<file path="src/rtl/mux_scan_sequencer.sv">
// Scans the enabled channels of an external 4:1 mux and presents each settled sample.
// Latency: the sample is captured SETTLE cycles after S is driven; out_valid rises on the capture edge.
// Backpressure: a presented sample, and S with it, holds until out_valid&out_ready; change-only mode via MUX_SCAN_CHANGE_ONLY_EN.
module mux_scan_sequencer #(
   parameter int N      = 4,
   parameter int SETTLE = 2
) (
   input  logic         clk,
   input  logic         rst,
   input  logic         en,
   input  logic [3:0]   ch_mask,
   output logic [1:0]   S,
   input  logic [N-1:0] Y_in,
   output logic [N-1:0] out_data,
   output logic [1:0]   out_ch,
   output logic         out_valid,
   input  logic         out_ready,
   output logic         busy
);

   typedef enum logic [1:0] {ST_IDLE, ST_SETTLE, ST_PRESENT} state_t;

   state_t       state, state_nxt;
   logic [1:0]   ptr, ptr_nxt;
   logic [1:0]   s_nxt;
   logic [3:0]   cnt, cnt_nxt;
   logic [N-1:0] data_nxt;
   logic [1:0]   ch_nxt;
   logic         valid_nxt;
   logic         go;
   logic [1:0]   adv;

   // incl=1 searches from start inclusive; incl=0 searches strictly after start,
   // wrapping back onto start last so a single enabled channel reselects itself.
   function automatic logic [1:0] pick_ch(input logic [3:0] m, input logic [1:0] start,
                                          input logic incl);
      logic [1:0] base;
      logic [1:0] c;
      logic [1:0] r;
      logic       found;
      base  = incl ? start : start + 2'd1;
      r     = start;
      found = 1'b0;
      for (int i = 0; i < 4; i++) begin
         c = base + 2'(i);
         if (!found && m[c]) begin
            r     = c;
            found = 1'b1;
         end
      end
      return r;
   endfunction

   assign go   = en && (ch_mask != 4'b0000);
   assign adv  = pick_ch(ch_mask, S, 1'b0);
   assign busy = (state != ST_IDLE);

`ifdef MUX_SCAN_CHANGE_ONLY_EN
   logic [N-1:0] shadow [4];
   logic         shadow_we;

   always_ff @(posedge clk) begin
      if (rst) begin
         for (int i = 0; i < 4; i++) shadow[i] <= '0;
      end else if (shadow_we) begin
         shadow[out_ch] <= out_data;
      end
   end
`endif

   always_comb begin
      state_nxt = state;
      ptr_nxt   = ptr;
      s_nxt     = S;
      cnt_nxt   = cnt;
      data_nxt  = out_data;
      ch_nxt    = out_ch;
      valid_nxt = out_valid;
`ifdef MUX_SCAN_CHANGE_ONLY_EN
      shadow_we = 1'b0;
`endif
      case (state)
         ST_IDLE: begin
            if (go) begin
               s_nxt     = pick_ch(ch_mask, ptr, 1'b1);
               cnt_nxt   = 4'd0;
               state_nxt = ST_SETTLE;
            end
         end
         ST_SETTLE: begin
            if (!en) begin
               cnt_nxt   = 4'd0;
               state_nxt = ST_IDLE;
            end else if (cnt == 4'(SETTLE - 1)) begin
`ifdef MUX_SCAN_CHANGE_ONLY_EN
               if (Y_in == shadow[S]) begin
                  // Unchanged sample: skip presentation and move straight on.
                  s_nxt     = adv;
                  ptr_nxt   = adv;
                  cnt_nxt   = 4'd0;
                  state_nxt = go ? ST_SETTLE : ST_IDLE;
               end else begin
                  data_nxt  = Y_in;
                  ch_nxt    = S;
                  valid_nxt = 1'b1;
                  state_nxt = ST_PRESENT;
               end
`else
               data_nxt  = Y_in;
               ch_nxt    = S;
               valid_nxt = 1'b1;
               state_nxt = ST_PRESENT;
`endif
            end else begin
               cnt_nxt = cnt + 4'd1;
            end
         end
         ST_PRESENT: begin
            // en is deliberately ignored until the handshake completes.
            if (out_valid && out_ready) begin
               valid_nxt = 1'b0;
               s_nxt     = adv;
               ptr_nxt   = adv;
               cnt_nxt   = 4'd0;
               state_nxt = go ? ST_SETTLE : ST_IDLE;
`ifdef MUX_SCAN_CHANGE_ONLY_EN
               shadow_we = 1'b1;
`endif
            end
         end
         default: begin
            state_nxt = ST_IDLE;
         end
      endcase
   end

   always_ff @(posedge clk) begin
      if (rst) begin
         state     <= ST_IDLE;
         ptr       <= 2'd0;
         S         <= 2'd0;
         cnt       <= 4'd0;
         out_data  <= '0;
         out_ch    <= 2'd0;
         out_valid <= 1'b0;
      end else begin
         state     <= state_nxt;
         ptr       <= ptr_nxt;
         S         <= s_nxt;
         cnt       <= cnt_nxt;
         out_data  <= data_nxt;
         out_ch    <= ch_nxt;
         out_valid <= valid_nxt;
      end
   end

endmodule

</file>
<file path="config.mk">
export PLATFORM = sky130hd
export DESIGN_NAME = mux_scan_sequencer
export DESIGN_NICKNAME = d
export VERILOG_FILES = /design/src/rtl/mux_scan_sequencer.sv
export SDC_FILE = /design/constraint.sdc
export NUM_CORES = 1
export LEC_CHECK = 0
export ABC_AREA = 1
export CAP_MARGIN = 20
export CORE_MARGIN = 1
export CORE_UTILIZATION = 45
export DETAILED_ROUTE_END_ITERATION = 12
export PLACE_DENSITY = 0.7
export SYNTH_ARGS = -nofsm -noshare
export SYNTH_HDL_FRONTEND = slang
export SYNTH_SLANG_ARGS = --single-unit
</file>
<file path="constraint.sdc">
create_clock -name clk -period 3.55 [get_ports clk]
set_input_delay 0.8875 -clock clk [delete_from_list [all_inputs] [get_ports clk]]
set_output_delay 0.8875 -clock clk [all_outputs]
set_load 0.02 [all_outputs]
</file>
==> summary.md, run 1 <==
| Metric | Value |
|---|---|
| Chip Height | 54.02 um |
| Type of origin of the critical path | flop |
| Post-DP HPWL | 2.199 mm |
| Drt drc | 0 |
| Antenna-violating nets left | 0 |
| Delay-heaviest family, CP | buffers and inverters |
| Rows | 18 |
| Postcts setup bufs | 0 |
| Final hold viol count | 0 |
| Clk sinks | 17 |
| Die area | 2918 um^2 |
| Fin nets | 242 |
| Sequential element share of the synthesized area | 0.2795 |
| CTS hold repair buffers | 0 |
| Flops & latches, synth | 17 |
| Initial DRC Count | 43 |
| Post-synth EDFFs | 0 |
| IO Port Bufs | 21 |
| Root buffer cell | clkbuf_4 |
| Drt wl/cell | 11.07 um |
| Slowest CP cell | clkdlybuf4s50_1 |
| Largest net degree at the start of global routing | 12 |
| WS Path Type | flop to output port |
| Drt pass-1 iters | 5 |
| Power Density | 303.0 nW/um^2 |
| Post-synth cell types | 24 |
| First-pass GRT wire length | 4.726 mm |
| Pins over their slew limit | 0 |
| Area Growth Syn to Fin | 21.07% |
| Global route overflow | 0 |
| CTS clk-pin slew, worst paths | 0.10 ns |
| IO Pins | 22 |
| CP Data Required Time | 2.66 ns |
| Largest family of logic cells by synthesized area | simple AND/OR/NAND/NOR gates |
| CP startpoint | S[0] |
| Clock Latency Late Sink | 0.29 ns |
| Slew Limit Headroom | 0.7001 |
| Leak | 0.7415 nW |
| Total GRT Usage | 0.2219 |
| Synth Warn # | 0 |
| Worst-path maximum fanout | 11 |
| Util after Layout | 0.5843 |
| Max-Cap Viols | 0 |
| Placer Congestion | 0.8604 |
| RSZ-0062 raised after global routing | false |
| Synth Area in XOR/XNOR | 0.01439 |
| Via count | 1302 |
| Worst hold path class | flop to flop |
| Longest Clk Path Bufs | 2 |
| # diodes | 0 |
| Mapped Cells | 204 |
| Final wirelength | 2.845 mm |
| Synth async-reset ratio | 0 |
| Bufs and invs on worst path | 1 |
| Simple-Gate Fraction of Synth Area | 0.4584 |
| Post-Synth Adder-Cell Area | 0.02055 |
| Max VDD drop | 337.3 uV |
| Die W | 54.02 um |
| Total CTS buffers | 3 |
| CTS HTree Levels | 1 |
| Predominant post-synthesis flop cell | dfxtp_1 |
| Vias/cell | 5.066 |
| Synth Net Count | 218 |
| Core area | 2522 um^2 |
| Share of layout cells above drive strength 1 | 0.1101 |
| Worst clock skew | 0.001096 ns |
| Fillers | 262 |
| Vias in the first global route | 1183 |
| Placed Cells | 253 |
| Critical Path AT | 1.54 ns |
| HP Start | out_valid |
| Outcome | completed |
| Syn_area_per_cell | 5.968 um^2 |
| Synth Area in Compound Gates | 0.1182 |
| CP Cell Sequence | clkdlybuf4s50_1 |
| Fmax | 0.4127 GHz |
| Multiplexer area fraction after synthesis | 0 |
| Post-route total power | 0.0004466 W |
| Final non-filler cell total | 257 |
| CTS tree | yes |
| Initial core utilization | 0.4826 |
| Initial antenna violation count | 0 |
| Post-Syn Area | 1217 um^2 |
| Crit-path max cell delay | 0.68 ns |
| Final setup fails | 0 |
| Total negative slack | 0 ns |
| CP endpoint kind | output port |
| Crit share post-route | 0.6826 |
| RR Startpoint | S[0] |
| Tmin final | 2.423 ns |
| CTS resizes | 0 |
| Worst-margin pin slew | 0.4493 ns |
-- power by group --
part,internal (W),switching (W)
Combinational,0.0000521,0.0000813
Clock,0.0000419,0.0000635
Sequential,0.000198,0.00000957
Total,0.000292,0.000154
-- state kept, by name (all words and copies together), names as in the netlist --
name	flops
out_valid	1
ptr	2
out_ch	2
S	2
state	2
cnt	4
out_data	4
-- tightest hold or removal path, delay by kind of cell (launching register included) --
family | cells | cell delay, ns
compound gates | 1 | 0.05
simple gates | 1 | 0.08
flops | 1 | 0.35
-- cell usage after synthesis, types with 2 or more instances --
cell type,number,share of area
o21ai_0,13,0.053
ha_1,2,0.021
nand3_2,2,0.016
nand2_2,10,0.051
xor2_1,2,0.014
inv_2,4,0.012
a21oi_1,10,0.041
nand2_1,77,0.24
dfxtp_1,17,0.28
nor2_1,15,0.046
inv_1,24,0.074
nand3_1,15,0.062
nor3_1,2,0.0082
-- logic make-up after synthesis --
group / count (synthesis)
and+or+nand+nor: 125
DFF: 17
adders and majority gates: 2
AOI/OAI and AO/OA: 27
xor gates and xnor gates: 2
buffers and inverters: 31
-- final cells by class --
type / count / area [um^2] / area share
clock inverters: 1 / 5.005 / 0.003396
well taps: 30 / 37.54 / 0.02547
multi-input cells: 156 / 744.5 / 0.5051
flip-flops and latches: 17 / 340.3 / 0.2309
clock buffers: 3 / 22.52 / 0.01528
repair buffers: 21 / 210.2 / 0.1426
inverters: 29 / 113.9 / 0.07725
-- path summary, 6_finish.rpt --
check | end | slack (ns) | cells past startpoint
worst min register to register | out_valid | 0.52 | 2
worst max register to register | S[0] | 1.89 | 13
worst min-delay path | out_valid | 0.52 | 2
worst max-delay path | S[0] | 1.13 | 1
-- metrics by stage --
stage	area (um^2)	setup slack [ns]	hold WS, ns
global placement	1446	1.120	0.4663
finish	1474	1.127	0.5172
global route	1474	1.019	0.5454
detailed placement	1446	1.042	0.4924
floorplan	1217	1.791	0.4683
CTS	1474	1.107	0.5101
-- cell usage in the layout (no fill, tap or decap) --
cell type         n
inv_6             1
nor3_1            2
xor2_1            2
a21oi_1          10
ha_1              2
nand3_1          15
nor2_2            1
a311oi_1          1
nand2_4           1
nand2_1          77
nor2_4            1
clkbuf_4          3
nor3_4            1
nand2_2          10
inv_1            24
clkinv_2          1
nor2_1           15
dfxtp_1          17
o31ai_1           1
nand3_2           2
a21boi_1          1
o21ai_1           1
inv_2             4
o21ai_0          13
clkdlybuf4s50_1  21
-- metal layers --
layer | GRT usage | wire length [um] | share of wire | vias up
met5 | 0 | 0 | 0 | -
met4 | 0.04701 | 10 | 0.0035 | 0
met3 | 0.07062 | 155 | 0.054 | 2
met2 | 0.4012 | 1361 | 0.48 | 27
met1 | 0.2521 | 1317 | 0.46 | 588
li1 | - | - | - | 685
No activity file was read; power rests on OpenSTA's default activity.
==> inputs of run 2 (changes only) <==
==> constraint.sdc (replaced) <==
create_clock -name clk -period 2.45 [get_ports clk]
set_input_delay 0.6125 -clock clk [delete_from_list [all_inputs] [get_ports clk]]
set_output_delay 0.6125 -clock clk [all_outputs]
set_load 0.02 [all_outputs]
==> run 2 against run 1 <==
Effect of this change:
- sequential share of layout area fell by 0.23 points
- critical path depth rose by 2
- largest cell class unchanged
- non-clock buffer count is 2 higher
- utilization grew 0.60 points
- sequential cell count is the same
- worst setup slack worse by 0.80 ns
- first-iteration DRC count fell by 37%
- via count decreased by 0.84%
- clock power increased by 51%
- routed wire length fell by 5.0%
- sequential power up 43%
- combinational power increased by 47%
==> summary.md, run 2 (synthesis results as in run 1) <==
| Metric | Value |
|---|---|
| Placer Congestion | 0.7786 |
| CTS clk-pin slew, worst paths | 0.11 ns |
| CP Cell Sequence | nor2_1 > inv_1 > clkdlybuf4s50_1 |
| Outcome | completed |
| Drt pass-1 iters | 4 |
| Final non-filler cell total | 259 |
| Slew Limit Headroom | 0.7035 |
| Final setup fails | 0 |
| Die W | 54.02 um |
| Post-DP HPWL | 2.150 mm |
| Drt drc | 0 |
| Final wirelength | 2.702 mm |
| Power Density | 437.8 nW/um^2 |
| Die area | 2918 um^2 |
| Global route overflow | 0 |
| # diodes | 0 |
| Total GRT Usage | 0.2264 |
| Most frequent cells in the layout | nand2_1, inv_1, clkdlybuf4s50_1 |
| Share of layout cells above drive strength 1 | 0.1179 |
| Longest Clk Path Bufs | 2 |
| Slowest CP cell | clkdlybuf4s50_1 |
| Worst Slack Setup Final | 0.3281 ns |
| Worst hold path class | flop to flop |
| Type of origin of the critical path | flop |
| Via count | 1291 |
| Clock network fraction of total power | 0.243 |
| Comb power frac | 0.301 |
| Commonest non-fill, non-tap cell in the layout | nand2_1 |
| Pins over their slew limit | 0 |
| WS Path Type | flop to output port |
| Clock Latency Late Sink | 0.30 ns |
| Placed Cells | 255 |
| Sw frac | 0.3464 |
| Rows | 18 |
| RSZ-0062 raised after global routing | false |
| IO Pins | 22 |
| Largest net degree at the start of global routing | 11 |
| Crit share post-route | 0.8661 |
| IO Port Bufs | 21 |
| Worst-path maximum fanout | 4 |
| CTS tree | yes |
| Max-Cap Viols | 0 |
| Vias/cell | 4.985 |
| Total CTS buffers | 3 |
| Worst-margin pin slew | 0.4441 ns |
| Fin nets | 244 |
| CTS HTree Levels | 1 |
| Initial core utilization | 0.4826 |
| NetSw | 0.0002258 W |
| CTS hold repair buffers | 0 |
| Crit-path max cell delay | 0.61 ns |
| Drt wl/cell | 10.43 um |
| Bufs and invs on worst path | 2 |
| CTS resizes | 0 |
| Initial DRC Count | 27 |
| Hold WS | 0.4951 ns |
| Worst clock skew | 0.008681 ns |
| Total negative slack | 0 ns |
| Antenna-violating nets left | 0 |
| Max VDD drop | 363.7 uV |
| Final hold viol count | 0 |
| Reg power frac | 0.456 |
| Internal | 0.0004261 W |
| Core area | 2522 um^2 |
| CP endpoint kind | output port |
| Fmax | 0.4713 GHz |
| Post-place setup slack | 0.2252 ns |
| Largest regs | cnt (4), out_data (4) |
| Root buffer cell | clkbuf_4 |
| CP Data Required Time | 1.84 ns |
| Chip Height | 54.02 um |
| Vias in the first global route | 1216 |
| Delay-heaviest family, CP | buffers and inverters |
| Postcts setup bufs | 0 |
| Clk sinks | 17 |
| Area Growth Syn to Fin | 22.30% |
| Tmin final | 2.122 ns |
| First-pass GRT wire length | 4.795 mm |
| Critical Path AT | 1.51 ns |
| Initial antenna violation count | 0 |
| Leak | 0.7521 nW |
run 2: cell types whose count changed in the layout (fill, tap and decap cells not counted):
| cell | before | now |
|---|---|---|
| buf_4 | 0 | 2 |
run 2: area by class of cell:
| type | count | area [um^2] |
|---|---|---|
| Multi-Input combinational cell | 156 | 744.5 |
| Tap cell | 30 | 37.54 |
| Clock buffer | 3 | 22.52 |
| Clock inverter | 1 | 5.005 |
| Inverter | 29 | 113.9 |
| Fill cell | 275 | 1033 |
| Sequential cell | 17 | 340.3 |
| Timing Repair Buffer | 23 | 225.2 |
run 2: path summary, 6_finish.rpt:
kind                  start         to  slack [ns]  cells past startpoint
setup / recovery   state[1]       busy        0.33                      3
hold / removal    out_valid  out_valid        0.50                      2
setup reg to reg     ptr[0]       S[0]        0.79                     13
hold reg to reg   out_valid  out_valid        0.50                      2
run 2: power groups by stage:
stage	clock, W	sequential, W	combinational, W
after floorplan	0	0.000308	0.000128
after global placement	0	0.000302	0.000191
after detailed placement	0	0.000303	0.000196
after CTS	0.000163	0.000297	0.000197
after global routing	0.000176	0.000299	0.000225
final	0.000159	0.000297	0.000196
run 2: through the flow:
stage               instance area, um^2  total power (W)    util
floorplan                          1217        0.0004366       -
global placement                   1461        0.0004938  0.5794
detailed placement                 1461        0.0004985  0.5794
CTS                                1489        0.0006566  0.5903
global route                       1489        0.0006988  0.5903
finish                             1489        0.0006519  0.5903
run 2: metal layers:
metal	up-vias	routed length, um	global-route usage
met3	5	120	0.04802
li1	684	-	-
met4	0	49	0.1111
met2	25	1310	0.3827
met1	577	1221	0.2686
met5	-	0	0
run 2: tightest hold or removal path, delay by kind of cell (launching register included):
kind,cells,cell delay (ns)
simple gates,1,0.07
compound gates,1,0.05
flops,1,0.34
==> inputs of run 3 (changes only) <==
--- a/config.mk
+++ b/config.mk
@@ -6,6 +6,7 @@
 export NUM_CORES = 1
 export LEC_CHECK = 0
 export ABC_AREA = 1
+export ABC_CLOCK_PERIOD_IN_PS = 2450
 export CAP_MARGIN = 20
 export CORE_MARGIN = 1
 export CORE_UTILIZATION = 45
==> results of run 3 <==
No change in the layout: final DEF, timing and power equal those of run 2.
